`src/rtl/alu_div_iter_pkg.sv`:
```
// Shared constants and types for the iterative radix-2 divider.
// Holds the default datapath width, FSM state encoding and latched operation mode.
package alu_div_iter_pkg;

    localparam int XLEN_DEFAULT = 64;
    localparam int WORD_W       = 32;

    typedef enum logic [1:0] {
        DIV_IDLE = 2'd0,
        DIV_CALC = 2'd1,
        DIV_FIX  = 2'd2,
        DIV_DONE = 2'd3
    } div_state_e;

    // Mode bits captured at acceptance and consumed in FIX.
    typedef struct packed {
        logic word;
        logic sign_q;
        logic sign_r;
    } div_mode_t;

endpackage

```
`src/rtl/alu_div_iter_core.sv`:
```
// Unsigned restoring shift/subtract engine: 32 or XLEN iterations, one quotient bit per cycle.
// The quotient and remainder registers hold their final values after the last step.
module alu_div_iter_core
    import alu_div_iter_pkg::*;
#(
    parameter int XLEN  = XLEN_DEFAULT,
    parameter int CNT_W = $clog2(XLEN) + 1
) (
    input  logic            clk,
    input  logic            rst,
    input  logic            flush,
    input  logic            start,
    input  logic            word,
    input  logic [XLEN-1:0] dividend,
    input  logic [XLEN-1:0] divisor,
    output logic            last,
    output logic [XLEN-1:0] quo,
    output logic [XLEN-1:0] rem
);

    logic             busy;
    logic [CNT_W-1:0] cnt;
    logic [XLEN-1:0]  dvsr;
    logic [XLEN:0]    shifted;
    logic [XLEN:0]    diff;

    // The dividend is left-aligned in quo, so the next bit always leaves from the MSB
    // and a word-mode quotient ends up in quo[31:0] with zeros above it.
    assign shifted = {rem, quo[XLEN-1]};
    assign diff    = shifted - {1'b0, dvsr};
    assign last    = busy && (cnt == '0);

    // NOTE: every register in a clocked block is assigned with <= so all of them
    // update from the same pre-edge values; blocking = here would chain the steps.
    always_ff @(posedge clk) begin
        if (rst) begin
            busy <= 1'b0;
            cnt  <= '0;
            dvsr <= '0;
            quo  <= '0;
            rem  <= '0;
        end else if (flush) begin
            busy <= 1'b0;
            cnt  <= '0;
        end else if (start) begin
            busy <= 1'b1;
            cnt  <= word ? CNT_W'(WORD_W - 1) : CNT_W'(XLEN - 1);
            dvsr <= divisor;
            quo  <= word ? (dividend << (XLEN - WORD_W)) : dividend;
            rem  <= '0;
        end else if (busy) begin
            quo <= {quo[XLEN-2:0], ~diff[XLEN]};
            rem <= diff[XLEN] ? shifted[XLEN-1:0] : diff[XLEN-1:0];
            if (cnt == '0) begin
                busy <= 1'b0;
            end else begin
                cnt <= cnt - 1'b1;
            end
        end
    end

endmodule

```
`src/rtl/alu_div_iter.sv`:
```
// RV64M iterative divider: sign handling, early exit for /0 and overflow, word-mode
// sign extension and valid/ready handshakes around the unsigned core.
module alu_div_iter
    import alu_div_iter_pkg::*;
#(
    parameter int XLEN  = XLEN_DEFAULT,
    parameter int CNT_W = $clog2(XLEN) + 1
) (
    input  logic            clk,
    input  logic            rst,
    input  logic            flush_i,
    input  logic            div_valid_i,
    output logic            div_ready_o,
    input  logic            signed_valid_i,
    input  logic            div32_valid_i,
    input  logic [XLEN-1:0] sr1_data_i,
    input  logic [XLEN-1:0] sr2_data_i,
    output logic            out_valid_o,
    input  logic            out_ready_i,
    output logic [XLEN-1:0] div_out_o,
    output logic [XLEN-1:0] rem_out_o
);

    localparam logic [XLEN-1:0] MIN_X = {1'b1, {(XLEN-1){1'b0}}};
    localparam logic [XLEN-1:0] MIN_W = ~XLEN'(32'h7FFF_FFFF);

    function automatic logic [XLEN-1:0] sext32(input logic [31:0] v);
        return XLEN'($signed(v));
    endfunction

    div_state_e      state;
    div_mode_t       mode_q;

    logic            word_op;
    logic [XLEN-1:0] a_sx, b_sx, a_zx, b_zx;
    logic            a_neg, b_neg;
    logic [XLEN-1:0] a_abs, b_abs;
    logic            div_zero, overflow, accept, core_start;

    logic            core_last;
    logic [XLEN-1:0] core_quo, core_rem;
    logic [XLEN-1:0] q_fix, r_fix;

    assign div_ready_o = (state == DIV_IDLE);

    // Word operations only exist on RV64; an XLEN=32 build ignores div32_valid_i.
    assign word_op = div32_valid_i && (XLEN == 64);

    assign a_sx  = word_op ? sext32(sr1_data_i[31:0]) : sr1_data_i;
    assign b_sx  = word_op ? sext32(sr2_data_i[31:0]) : sr2_data_i;
    assign a_zx  = word_op ? XLEN'(sr1_data_i[31:0]) : sr1_data_i;
    assign b_zx  = word_op ? XLEN'(sr2_data_i[31:0]) : sr2_data_i;
    assign a_neg = signed_valid_i && a_sx[XLEN-1];
    assign b_neg = signed_valid_i && b_sx[XLEN-1];
    assign a_abs = a_neg ? -a_sx : a_zx;
    assign b_abs = b_neg ? -b_sx : b_zx;

    assign div_zero = (b_zx == '0);
    assign overflow = signed_valid_i && (a_sx == (word_op ? MIN_W : MIN_X)) && (b_sx == '1);

    assign accept     = div_ready_o && div_valid_i && !flush_i;
    assign core_start = accept && !div_zero && !overflow;

    alu_div_iter_core #(
        .XLEN  (XLEN),
        .CNT_W (CNT_W)
    ) u_core (
        .clk      (clk),
        .rst      (rst),
        .flush    (flush_i),
        .start    (core_start),
        .word     (word_op),
        .dividend (a_abs),
        .divisor  (b_abs),
        .last     (core_last),
        .quo      (core_quo),
        .rem      (core_rem)
    );

    // NOTE: both outputs get a value before any condition so no path leaves
    // them unassigned, which would otherwise infer a latch.
    always_comb begin
        q_fix = mode_q.sign_q ? -core_quo : core_quo;
        r_fix = mode_q.sign_r ? -core_rem : core_rem;
        if (mode_q.word) begin
            q_fix = sext32(q_fix[31:0]);
            r_fix = sext32(r_fix[31:0]);
        end
    end

    // NOTE: reset is synchronous and also clears the result registers, so a
    // mid-operation reset leaves no stale quotient or remainder on the outputs.
    always_ff @(posedge clk) begin
        if (rst) begin
            state       <= DIV_IDLE;
            mode_q      <= '0;
            out_valid_o <= 1'b0;
            div_out_o   <= '0;
            rem_out_o   <= '0;
        end else if (flush_i) begin
            state       <= DIV_IDLE;
            out_valid_o <= 1'b0;
        end else begin
            case (state)
                DIV_IDLE: begin
                    if (div_valid_i) begin
                        mode_q <= '{word: word_op, sign_q: a_neg ^ b_neg, sign_r: a_neg};
                        if (div_zero) begin
                            div_out_o   <= '1;
                            rem_out_o   <= a_sx;
                            out_valid_o <= 1'b1;
                            state       <= DIV_DONE;
                        end else if (overflow) begin
                            div_out_o   <= a_sx;
                            rem_out_o   <= '0;
                            out_valid_o <= 1'b1;
                            state       <= DIV_DONE;
                        end else begin
                            state <= DIV_CALC;
                        end
                    end
                end
                DIV_CALC: begin
                    if (core_last) begin
                        state <= DIV_FIX;
                    end
                end
                DIV_FIX: begin
                    div_out_o   <= q_fix;
                    rem_out_o   <= r_fix;
                    out_valid_o <= 1'b1;
                    state       <= DIV_DONE;
                end
                DIV_DONE: begin
                    if (out_ready_i) begin
                        out_valid_o <= 1'b0;
                        state       <= DIV_IDLE;
                    end
                end
                default: state <= DIV_IDLE;
            endcase
        end
    end

endmodule
```
`config.mk`:
```
export PLATFORM = sky130hd
export DESIGN_NAME = alu_div_iter
export DESIGN_NICKNAME = d
export VERILOG_FILES = /design/src/rtl/alu_div_iter_pkg.sv /design/src/rtl/alu_div_iter_core.sv /design/src/rtl/alu_div_iter.sv
export SDC_FILE = /design/constraint.sdc
export NUM_CORES = 1
export LEC_CHECK = 0
export BUFFER_PORTS_ARGS = -buffer_cell sky130_fd_sc_hd__buf_2
export CELL_PAD_IN_SITES_DETAIL_PLACEMENT = 1
export CELL_PAD_IN_SITES_GLOBAL_PLACEMENT = 2
export CORE_MARGIN = 8
export CORE_UTILIZATION = 31
export CTS_CLUSTER_DIAMETER = 100
export CTS_CLUSTER_SIZE = 8
export DETAILED_ROUTE_END_ITERATION = 8
export PLACE_DENSITY_LB_ADDON = 0.1
export SETUP_SLACK_MARGIN = 0.4
export SLEW_MARGIN = 20
export SYNTH_ARGS = -nofsm -noshare
export SYNTH_HDL_FRONTEND = slang
export SYNTH_SLANG_ARGS = --single-unit
```
`constraint.sdc`:
```
create_clock -name clk -period 3.79 [get_ports clk]
set_clock_uncertainty 0.2 [all_clocks]
set_input_delay 0.5685 -clock clk [delete_from_list [all_inputs] [get_ports clk]]
set_output_delay 0.5685 -clock clk [all_outputs]
set_load 0.01 [all_outputs]
```
==> impl_metrics.json <==
{
  "core_um2": 79100,
  "syn_area_per_cell_um2": 7.29,
  "final_cells": 5021,
  "placed_cells": 4914,
  "ctsHoldBuffers": 0,
  "ant_nets": 0,
  "seq_area_frac_synth": 0.270,
  "cp_max_fo": 6,
  "drive_gt1_frac": 0.285,
  "chipHeight_um": 299,
  "gr-total-overflow": 0,
  "most-common-layout-cells": "471 x nand2_1, 416 x buf_4, 309 x dfxtp_1",
  "synth_top_area_cell": "dfxtp_1",
  "power_density_nw_per_um2": 295,
  "cts_max_level": 2,
  "cts_max_path_buffers": 3,
  "cp-end-kind": "flip-flop",
  "synthDistinctLibCells": 94,
  "ys_ff_latch": 334,
  "ys.flop_type": "dfxtp_1",
  "design_area_um2": 33900,
  "fp.dieW_um": 299,
  "cts.clk_slew.worst_paths_ns": 0.06,
  "wire_per_inst_um": 26.1,
  "cts_sinks": 334,
  "async_flop_share": 0,
  "grt_pass1_wl_mm": 192,
  "first_pass_iters": 7,
  "gp_congestion": 0.999,
  "fp.dieArea_um2": 89300,
  "netlist_top_cells_area": "dfxtp_1 27%, nand2_1 7.3%, a21oi_1 6.2%",
  "io_pins": 265,
  "synth_top_area_frac": 0.270,
  "nets": 4178,
  "tightest_slew_ns": 1.19,
  "synth-edff-count": 0,
  "portBuffers": 264,
  "hold_path.class": "input pin to flip-flop",
  "syn_area_um2": 24800,
  "rsz0062_at_grt": "true",
  "cts_buffers": 47,
  "cp.required_ns": 4.06,
  "area_delta_synth_final_pct": 36.7,
  "maxSlewViolCount": 0,
  "dp_hpwl_mm": 102,
  "final.period_utilization": 0.979,
  "vias": 28358,
  "routed_wirelength_mm": 131,
  "cp-start-kind": "flip-flop",
  "drc": 0,
  "viasPerCell": 5.65,
  "clockRootBuffer": "clkbuf_16",
  "layout_commonest_cell": "nand2_1",
  "rows": 103,
  "critPathKind": "flip-flop to flip-flop",
  "start_util": 0.313,
  "fmax_mhz": 270,
  "leakage_nw": 13.6,
  "grt_max_degree": 73,
  "ys_warn_count": 0,
  "finalHoldViolCount": 0,
  "synth_nets": 3613,
  "outcome": "finished, final reports clean",
  "fill_cells": 9672,
  "vdd_drop_max_v": 0.000275,
  "dpl_cell_area_um2": 30300,
  "syn-instance-count": 3402,
  "slew_headroom": 0.207,
  "gr-usage-all-layers": 0.275,
  "arrival_ns": 3.98,
  "cts_tree": "built",
  "setup-violations-final": 0,
  "cap_violations": 0,
  "finalCriticalPeriod_ns": 3.71,
  "first_iter_violations": 1708,
  "grt_pass1_vias": 29239,
  "antenna_found_initial": 4,
  "worstSkewPairLatency_ns": 0.62
}
[final timing paths]
kind             startpoint  slack [ns]  cells after the start            end
max          u_core.quo[13]        0.08                     12  div_out_o[63]
min             out_ready_i        0.08                      4    out_valid_o
max reg2reg  u_core.quo[13]        0.08                     12  div_out_o[63]
min reg2reg   div_out_o[23]        0.25                      2  div_out_o[23]
[synthesized netlist by cell type, types with 6 or more instances]
| cell | n |
|---|---|
| o211ai_1 | 43 |
| a21oi_1 | 307 |
| xor2_1 | 143 |
| o2111ai_1 | 7 |
| dfxtp_1 | 334 |
| a21o_1 | 44 |
| nand4_1 | 38 |
| o21bai_1 | 9 |
| or4_1 | 33 |
| nor4_1 | 28 |
| buf_2 | 27 |
| inv_1 | 104 |
| a2bb2oi_1 | 11 |
| o21ai_0 | 240 |
| a32o_1 | 16 |
| o41ai_1 | 25 |
| nand2_1 | 483 |
| buf_1 | 13 |
| o21a_1 | 30 |
| o21ai_1 | 48 |
| o311ai_0 | 8 |
| a31oi_1 | 30 |
| nor2b_1 | 30 |
| or2_2 | 23 |
| mux2i_1 | 51 |
| a211oi_1 | 99 |
| and3_1 | 17 |
| and2_1 | 19 |
| nand3_1 | 49 |
| ha_1 | 75 |
| nor3_1 | 89 |
| o31ai_1 | 51 |
| clkbuf_1 | 195 |
| a221oi_1 | 10 |
| o31ai_2 | 7 |
| nor2_1 | 285 |
| xnor2_1 | 158 |
| a22oi_1 | 22 |
| nand2b_1 | 28 |
| a311oi_1 | 31 |
| or3_1 | 35 |
| nor3b_1 | 6 |
[sequential cells by signal, indices dropped and copies added (netlist names)]
signal,flops
u_core.quo,64
u_core.busy,1
u_core.rem,64
div_out_o,64
mode_q,3
state,2
out_valid_o,1
u_core.cnt,7
u_core.dvsr,64
rem_out_o,64
[metal layers]
layer  track usage  up-vias  routed length (um)
li1              -    13308                   -
met1         0.354    14091               57500
met3        0.0301      228                5220
met5             0        -                   0
met4         0.124        0                6400
met2         0.461      731               61800
[kinds of logic after synthesis]
group | count (synthesis) | synth area share
multiplexers | 53 | 0.0215
AO/OA/AOI/OAI | 1082 | 0.277
adder cells (fa/ha/maj) | 76 | 0.0386
buffers and inverters | 348 | 0.0562
flip-flops | 334 | 0.270
XOR/XNOR | 301 | 0.106
AND/OR/NAND/NOR | 1208 | 0.231
[layout make-up]
type	instances	area, um2	area share
flip-flops and latches	334	6730	0.198
multi-input cells	2721	18400	0.544
repair buffers	758	5800	0.171
clock inverters	2	25.0	0.000738
well taps	1050	1310	0.0388
clock buffers	50	1210	0.0357
inverters	105	394	0.0116
diodes	1	2.50	0.0000738
[through the flow]
step	util	setup TNS, ns	hold WS (ns)	power (mW)	setup slack (ns)
final	0.428	0	0.0784	9.98	0.0801
after global placement	0.383	-8.86	0.242	5.87	-0.473
after detailed placement	0.383	-19.22	0.245	5.90	-0.509
after CTS	0.411	0	0.0427	9.97	0.0771
after global routing	0.428	-0.128	0.103	10.4	-0.0251
after floorplan	-	0	0.232	4.88	0.388
[worst max-delay path: stages (launching register included)]
cell and delay [ns]:
dfxtp_2 0.32, or4_4 0.57, nor4_4 0.19, or4b_4 0.54
or4_4 0.52, o31ai_4 0.29, xor2_4 0.21, buf_4 0.14
buf_4 0.14, a31oi_4 0.08, o211ai_1 0.13, buf_4 0.18
a21oi_1 0.06
[timing repair]
item,4_1_cts,5_1_grt
gates resized for setup,151,275
setup buffers,22,22
endpoints found under the setup margin,127,171
gates cloned,3,7
pin swaps,60,92
[power breakdown]
part           switching, mW  internal, mW
sequential             0.102          3.60
combinational           1.43         0.902
clock                   1.73          2.22
total                   3.26          6.73
No activity file was read; power rests on OpenSTA's default activity.
